[src/rtl/uart_pkg.sv]
// ============================================================================
// Module      : uart_pkg
// Description : Shared UART state encoding and default timing constants.
// Revision    : 1.0 - initial release
// ============================================================================
`default_nettype none

package uart_pkg;

  typedef enum logic [2:0] {
    IDLE   = 3'd0,
    START  = 3'd1,
    DATA   = 3'd2,
    PARITY = 3'd3,
    STOP   = 3'd4
  } uart_state_e;

  localparam int DEFAULT_BAUD_DIV    = 5208;
  localparam int DEFAULT_WORD_LENGTH = 8;

endpackage

`default_nettype wire

[src/rtl/uart_baud_counter.sv]
// ============================================================================
// Module      : uart_baud_counter
// Description : Free-running bit-period counter with end-of-bit strobe.
// Revision    : 1.0 - initial release
// ============================================================================
`default_nettype none

module uart_baud_counter #(
  parameter int BAUD_DIV = uart_pkg::DEFAULT_BAUD_DIV
) (
  input  logic clk,
  input  logic reset,
  input  logic clear,
  output logic bit_tick,
  output logic pre_tick
);

  localparam int CW = (BAUD_DIV > 1) ? $clog2(BAUD_DIV) : 1;
  localparam logic [CW-1:0] c_last = CW'(BAUD_DIV - 1);
  localparam logic [CW-1:0] c_pre  = CW'(BAUD_DIV - 2);

  logic [CW-1:0] r_count;

  always_ff @(posedge clk or negedge reset) begin
    if (!reset)
      r_count <= '0;
    else if (clear || bit_tick)
      r_count <= '0;
    else
      r_count <= r_count + CW'(1);
  end

  assign bit_tick = (r_count == c_last);
  // One clock ahead of bit_tick, so callers can register end-of-bit outputs.
  assign pre_tick = (r_count == c_pre);

endmodule

`default_nettype wire

[src/rtl/uart_tx.sv]
// ============================================================================
// Module      : uart_tx
// Description : UART transmitter, LSB-first, optional even parity, 1 stop bit.
// Revision    : 1.0 - initial release
// ============================================================================
`default_nettype none

module uart_tx
  import uart_pkg::*;
#(
  parameter int WORD_LENGTH = DEFAULT_WORD_LENGTH,
  parameter int BAUD_DIV    = DEFAULT_BAUD_DIV,
  parameter int PARITY_EN   = 0
) (
  input  logic                   clk,
  input  logic                   reset,
  input  logic [WORD_LENGTH-1:0] tx_data,
  input  logic                   tx_start,
  output logic                   tx,
  output logic                   tx_busy,
  output logic                   tx_done
);

  localparam int BW = $clog2(WORD_LENGTH);
  localparam logic [BW-1:0] c_last_bit = BW'(WORD_LENGTH - 1);

  uart_state_e            r_state, w_state_n;
  logic [WORD_LENGTH-1:0] r_shift, w_shift_n;
  logic [BW-1:0]          r_bit_cnt, w_bit_cnt_n;
  logic                   r_parity, w_parity_n;
  logic                   w_tx_n, w_busy_n, w_done_n;
  logic                   w_bit_tick, w_pre_tick, w_clear;

  // Counter is held at zero while idle so START begins a full bit period.
  assign w_clear = (r_state == IDLE);

  uart_baud_counter #(
    .BAUD_DIV (BAUD_DIV)
  ) u_baud (
    .clk      (clk),
    .reset    (reset),
    .clear    (w_clear),
    .bit_tick (w_bit_tick),
    .pre_tick (w_pre_tick)
  );

  always_comb begin
    w_state_n   = r_state;
    w_shift_n   = r_shift;
    w_bit_cnt_n = r_bit_cnt;
    w_parity_n  = r_parity;
    case (r_state)
      IDLE: begin
        if (tx_start) begin
          w_state_n   = START;
          w_shift_n   = tx_data;
          w_parity_n  = ^tx_data;
          w_bit_cnt_n = '0;
        end
      end
      START:  if (w_bit_tick) w_state_n = DATA;
      DATA: begin
        if (w_bit_tick) begin
          w_shift_n = r_shift >> 1;
          if (r_bit_cnt == c_last_bit)
            w_state_n = (PARITY_EN != 0) ? PARITY : STOP;
          else
            w_bit_cnt_n = r_bit_cnt + BW'(1);
        end
      end
      PARITY: if (w_bit_tick) w_state_n = STOP;
      STOP:   if (w_bit_tick) w_state_n = IDLE;
      default: w_state_n = IDLE;
    endcase

    // Outputs are derived from the next state so the registered line
    // changes on the same edge as the state.
    case (w_state_n)
      START:   w_tx_n = 1'b0;
      DATA:    w_tx_n = w_shift_n[0];
      PARITY:  w_tx_n = w_parity_n;
      default: w_tx_n = 1'b1;
    endcase
    w_busy_n = (w_state_n != IDLE);
    w_done_n = (r_state == STOP) && w_pre_tick;
  end

  always_ff @(posedge clk or negedge reset) begin
    if (!reset) begin
      r_state   <= IDLE;
      r_shift   <= '0;
      r_bit_cnt <= '0;
      r_parity  <= 1'b0;
      tx        <= 1'b1;
      tx_busy   <= 1'b0;
      tx_done   <= 1'b0;
    end else begin
      r_state   <= w_state_n;
      r_shift   <= w_shift_n;
      r_bit_cnt <= w_bit_cnt_n;
      r_parity  <= w_parity_n;
      tx        <= w_tx_n;
      tx_busy   <= w_busy_n;
      tx_done   <= w_done_n;
    end
  end

endmodule

`default_nettype wire

[config.mk]
export PLATFORM = sky130hd
export DESIGN_NAME = uart_tx
export DESIGN_NICKNAME = d
export VERILOG_FILES = /design/src/rtl/uart_pkg.sv /design/src/rtl/uart_baud_counter.sv /design/src/rtl/uart_tx.sv
export SDC_FILE = /design/constraint.sdc
export NUM_CORES = 1
export LEC_CHECK = 0
export BUFFER_PORTS_ARGS = -buffer_cell sky130_fd_sc_hd__buf_4
export CAP_MARGIN = 20
export CORE_UTILIZATION = 48
export DETAILED_ROUTE_END_ITERATION = 12
export PLACE_DENSITY = 0.69
export SLEW_MARGIN = 20
export SYNTH_ARGS = -nofsm -noshare
export SYNTH_HDL_FRONTEND = slang
export SYNTH_SLANG_ARGS = --single-unit
[constraint.sdc]
create_clock -name clk -period 3.9 [get_ports clk]
set_clock_uncertainty 0.2 [all_clocks]
set_input_delay 0.78 -clock clk [delete_from_list [all_inputs] [get_ports clk]]
set_output_delay 0.78 -clock clk [all_outputs]
set_load 0.02 [all_outputs]
==> impl_metrics.env <==
export IMPL_synth_area_top_cells="dfrtp_1, nand2_1, xnor2_1"
export IMPL_crit_path_max_fanout=7
export IMPL_period_share=0.7015
export IMPL_grt_overflow_total=0
export IMPL_fmax_ghz=0.3655
export IMPL_post_drt_via_cell_ratio=5.381
export IMPL_r2r_setup_slack_ns=1.16
export IMPL_die_w_um=59.47
export IMPL_floorplan_rows=20
export IMPL_io_pins=14
export IMPL_utilization=0.5766
export IMPL_rsz0062_at_grt="no"
export IMPL_synth_area_leader_cell="dfrtp_1"
export IMPL_vias=1216
export IMPL_syn_to_final_growth_pct=12.87
export IMPL_grt_pass1_wl_mm=5.016
export IMPL_gp_congestion=0.7911
export IMPL_worst_slew_pin_slew_ns=0.8470
export IMPL_cp_cell_sequence="or4b_4 -> nor4_1 -> a21oi_1 -> a21o_1 -> o211a_1"
export IMPL_grt_max_degree=32
export IMPL_dieArea_um2=3537
export IMPL_coreArea_um2=3103
export IMPL_setup_viol=0
export IMPL_p_per_area_nw_per_um2=320.8
export IMPL_die_h_um=59.47
export IMPL_endpoint_kind="flip-flop"
export IMPL_drive_gt1_frac=0.1648
export IMPL_status="complete, no violations"
export IMPL_maxSlewHeadroom=0.4341
export IMPL_arrival_ns=2.81
export IMPL_worst_setup_path_type="flip-flop to flip-flop"
export IMPL_dp_hpwl_mm=2.048
export IMPL_root_buffer="clkbuf_4"
export IMPL_cp_slowest_cell="nor4_1"
export IMPL_drc=0
export IMPL_p_leak_uw=0.0008238
export IMPL_yosys_area_top_type_share=0.4736
export IMPL_cts_buffer_depth=2
export IMPL_min_period_ns=2.736
export IMPL_synthCells=167
export IMPL_ys_seq_elements=31
export IMPL_final_nets=196
export IMPL_cp_start_kind="flip-flop"
export IMPL_yosysSeqAreaShare=0.4901
export IMPL_ant_nets=0
export IMPL_cpPeakStageDelay_ns=0.66
export IMPL_ir_worst_vdd_mv=0.1924
export IMPL_clk_latency_ns=0.33
export IMPL_synth_distinct_cells=36
export IMPL_cts_tree="yes"
export IMPL_cts_buffers=5
export IMPL_clock_sinks=31
export IMPL_hp_class="primary input to asynchronous set/reset pin"
export IMPL_grt_pass1_vias=1149
export IMPL_synth_area_um2=1585
export IMPL_cts_resized=0
export IMPL_wl_per_cell_um=12.83
export IMPL_io_buffers=13
export IMPL_n_antenna_cell=0
export IMPL_grt_usage=0.1973
export IMPL_routed_wl_mm=2.900
export IMPL_synth_warnings=0
export IMPL_initial_core_util=0.5109
export IMPL_post_cts_buffers=0
export IMPL_drt_pass1_iter_count=4
export IMPL_report_final_slew_viol_count=0
export IMPL_synth_area_per_cell_um2=9.493
export IMPL_crit_required_ns=3.97
export IMPL_cap_violations=0
export IMPL_h_tree_depth=2
export IMPL_setup_tns_ns=0
export IMPL_hold_violations=0
export IMPL_clk_pin_slew_ns=0.10
export IMPL_antenna_found_initial=0
export IMPL_postCtsHoldBufs=0
export IMPL_synth_net_count=182
export IMPL_drt_iter0_drc=62
==> critical path: cells and delay by family (launching register included) <==
| kind | cells | cell delay, ns |
|---|---|---|
| AND/OR/NAND/NOR | 2 | 1.19 |
| AO/OA/AOI/OAI | 3 | 0.85 |
| flip-flops | 1 | 0.43 |
==> final timing paths <==
kind	cells after the start	endpoint	from
worst max-delay path	5	tx	u_baud.r_count[5]
worst min-delay path	1	u_baud.r_count[10]	reset
worst max register to register	5	tx	u_baud.r_count[5]
worst min register to register	2	r_shift[2]	r_shift[2]
max in group asynchronous	1	tx	reset
min in group clk	2	r_shift[2]	r_shift[2]
==> where the power goes <==
| group | internal, uW | switching [uW] | leakage (uW) |
|---|---|---|---|
| logic | 16.2 | 16.9 | 0.000395 |
| registers | 325 | 2.01 | 0.000390 |
| clock network | 106 | 108 | 0.0000386 |
| total | 447 | 127 | 0.000824 |
==> stage by stage <==
| step | setup WS, ns | cells | cell area, um2 | hold slack [ns] | power, uW |
|---|---|---|---|---|---|
| finish | 1.164 | 226 | 1789 | 0.1630 | 574.0 |
| global route | 0.9072 | 226 | 1789 | 0.1655 | 597.6 |
| CTS | 1.124 | 226 | 1789 | 0.1690 | 579.2 |
| detailed placement | 1.136 | 218 | 1720 | 0.2684 | 367.2 |
| global placement | 1.218 | 218 | 1720 | 0.2616 | 366.5 |
| floorplan | 1.372 | 167 | 1585 | 0.2438 | 348.6 |
==> layer usage <==
| layer | wire length (um) | GRT usage |
|---|---|---|
| met1 | 1348 | 0.2479 |
| met2 | 1334 | 0.2986 |
| met3 | 166 | 0.06987 |
| met4 | 50 | 0.1020 |
| met5 | 0 | 0 |
==> kinds of logic (layout without fill, tap and decap cells) <==
group | after synthesis | in the layout | share of synthesized area
adder cells (fa/ha/maj) | 4 | 4 | 0.03157
XOR/XNOR | 18 | 18 | 0.09945
AND/OR/NAND/NOR | 74 | 74 | 0.2336
AO/OA/AOI/OAI | 25 | 25 | 0.1066
buffers and inverters | 15 | 30 | 0.03867
flip-flops | 31 | 31 | 0.4901
==> registers in the layout, summed over array words and instances, names as in the netlist <==
| name | count |
|---|---|
| tx_done | 1 |
| tx | 1 |
| r_parity | 1 |
| u_baud.r_count | 13 |
| r_state | 3 |
| r_bit_cnt | 3 |
| r_shift | 8 |
| tx_busy | 1 |
==> layout by cell type, fill, tap and decap left out, types with 3 or more instances in the layout <==
| cell | count |
|---|---|
| a21o_1 | 3 |
| a22o_1 | 3 |
| a22oi_1 | 6 |
| buf_4 | 14 |
| clkbuf_4 | 5 |
| dfrtp_1 | 30 |
| ha_1 | 4 |
| inv_1 | 8 |
| nand2_1 | 29 |
| nand3_1 | 7 |
| nor2_1 | 16 |
| o21ai_0 | 8 |
| xnor2_1 | 11 |
| xor2_1 | 7 |
==> area by class of cell <==
class	instances	area, um2
flip-flops and latches	31	777.0
multi-input cells	121	753.2
well taps	44	55.05
inverters	8	30.03
fillers	281	1314
repair buffers	14	105.1
clock buffers	8	68.82
==> cells in the mapped netlist <==
| cell | n |
|---|---|
| o21ai_0 | 8 |
| and3_1 | 2 |
| nand3_1 | 7 |
| dfrtp_1 | 30 |
| or4_1 | 2 |
| dfstp_2 | 1 |
| or3_4 | 1 |
| clkbuf_1 | 5 |
| inv_1 | 8 |
| a21oi_1 | 2 |
| and3_2 | 2 |
| o31ai_1 | 1 |
| nor4_1 | 2 |
| a22oi_1 | 6 |
| a21o_1 | 3 |
| or2b_1 | 1 |
| or4b_4 | 1 |
| nor3b_1 | 1 |
| xnor2_1 | 11 |
| nor4b_1 | 1 |
| xor2_1 | 7 |
| nand4_1 | 2 |
| o211ai_1 | 1 |
| and2b_2 | 1 |
| nand2b_1 | 1 |
| buf_2 | 1 |
| nor2_1 | 16 |
| ha_1 | 4 |
| o211a_1 | 1 |
| nand3b_1 | 1 |
| a22o_1 | 3 |
| nor3_1 | 2 |
| buf_4 | 1 |
| or3b_2 | 1 |
| nand2_1 | 29 |
| or4_2 | 1 |
(Power assumes the default switching activity.)
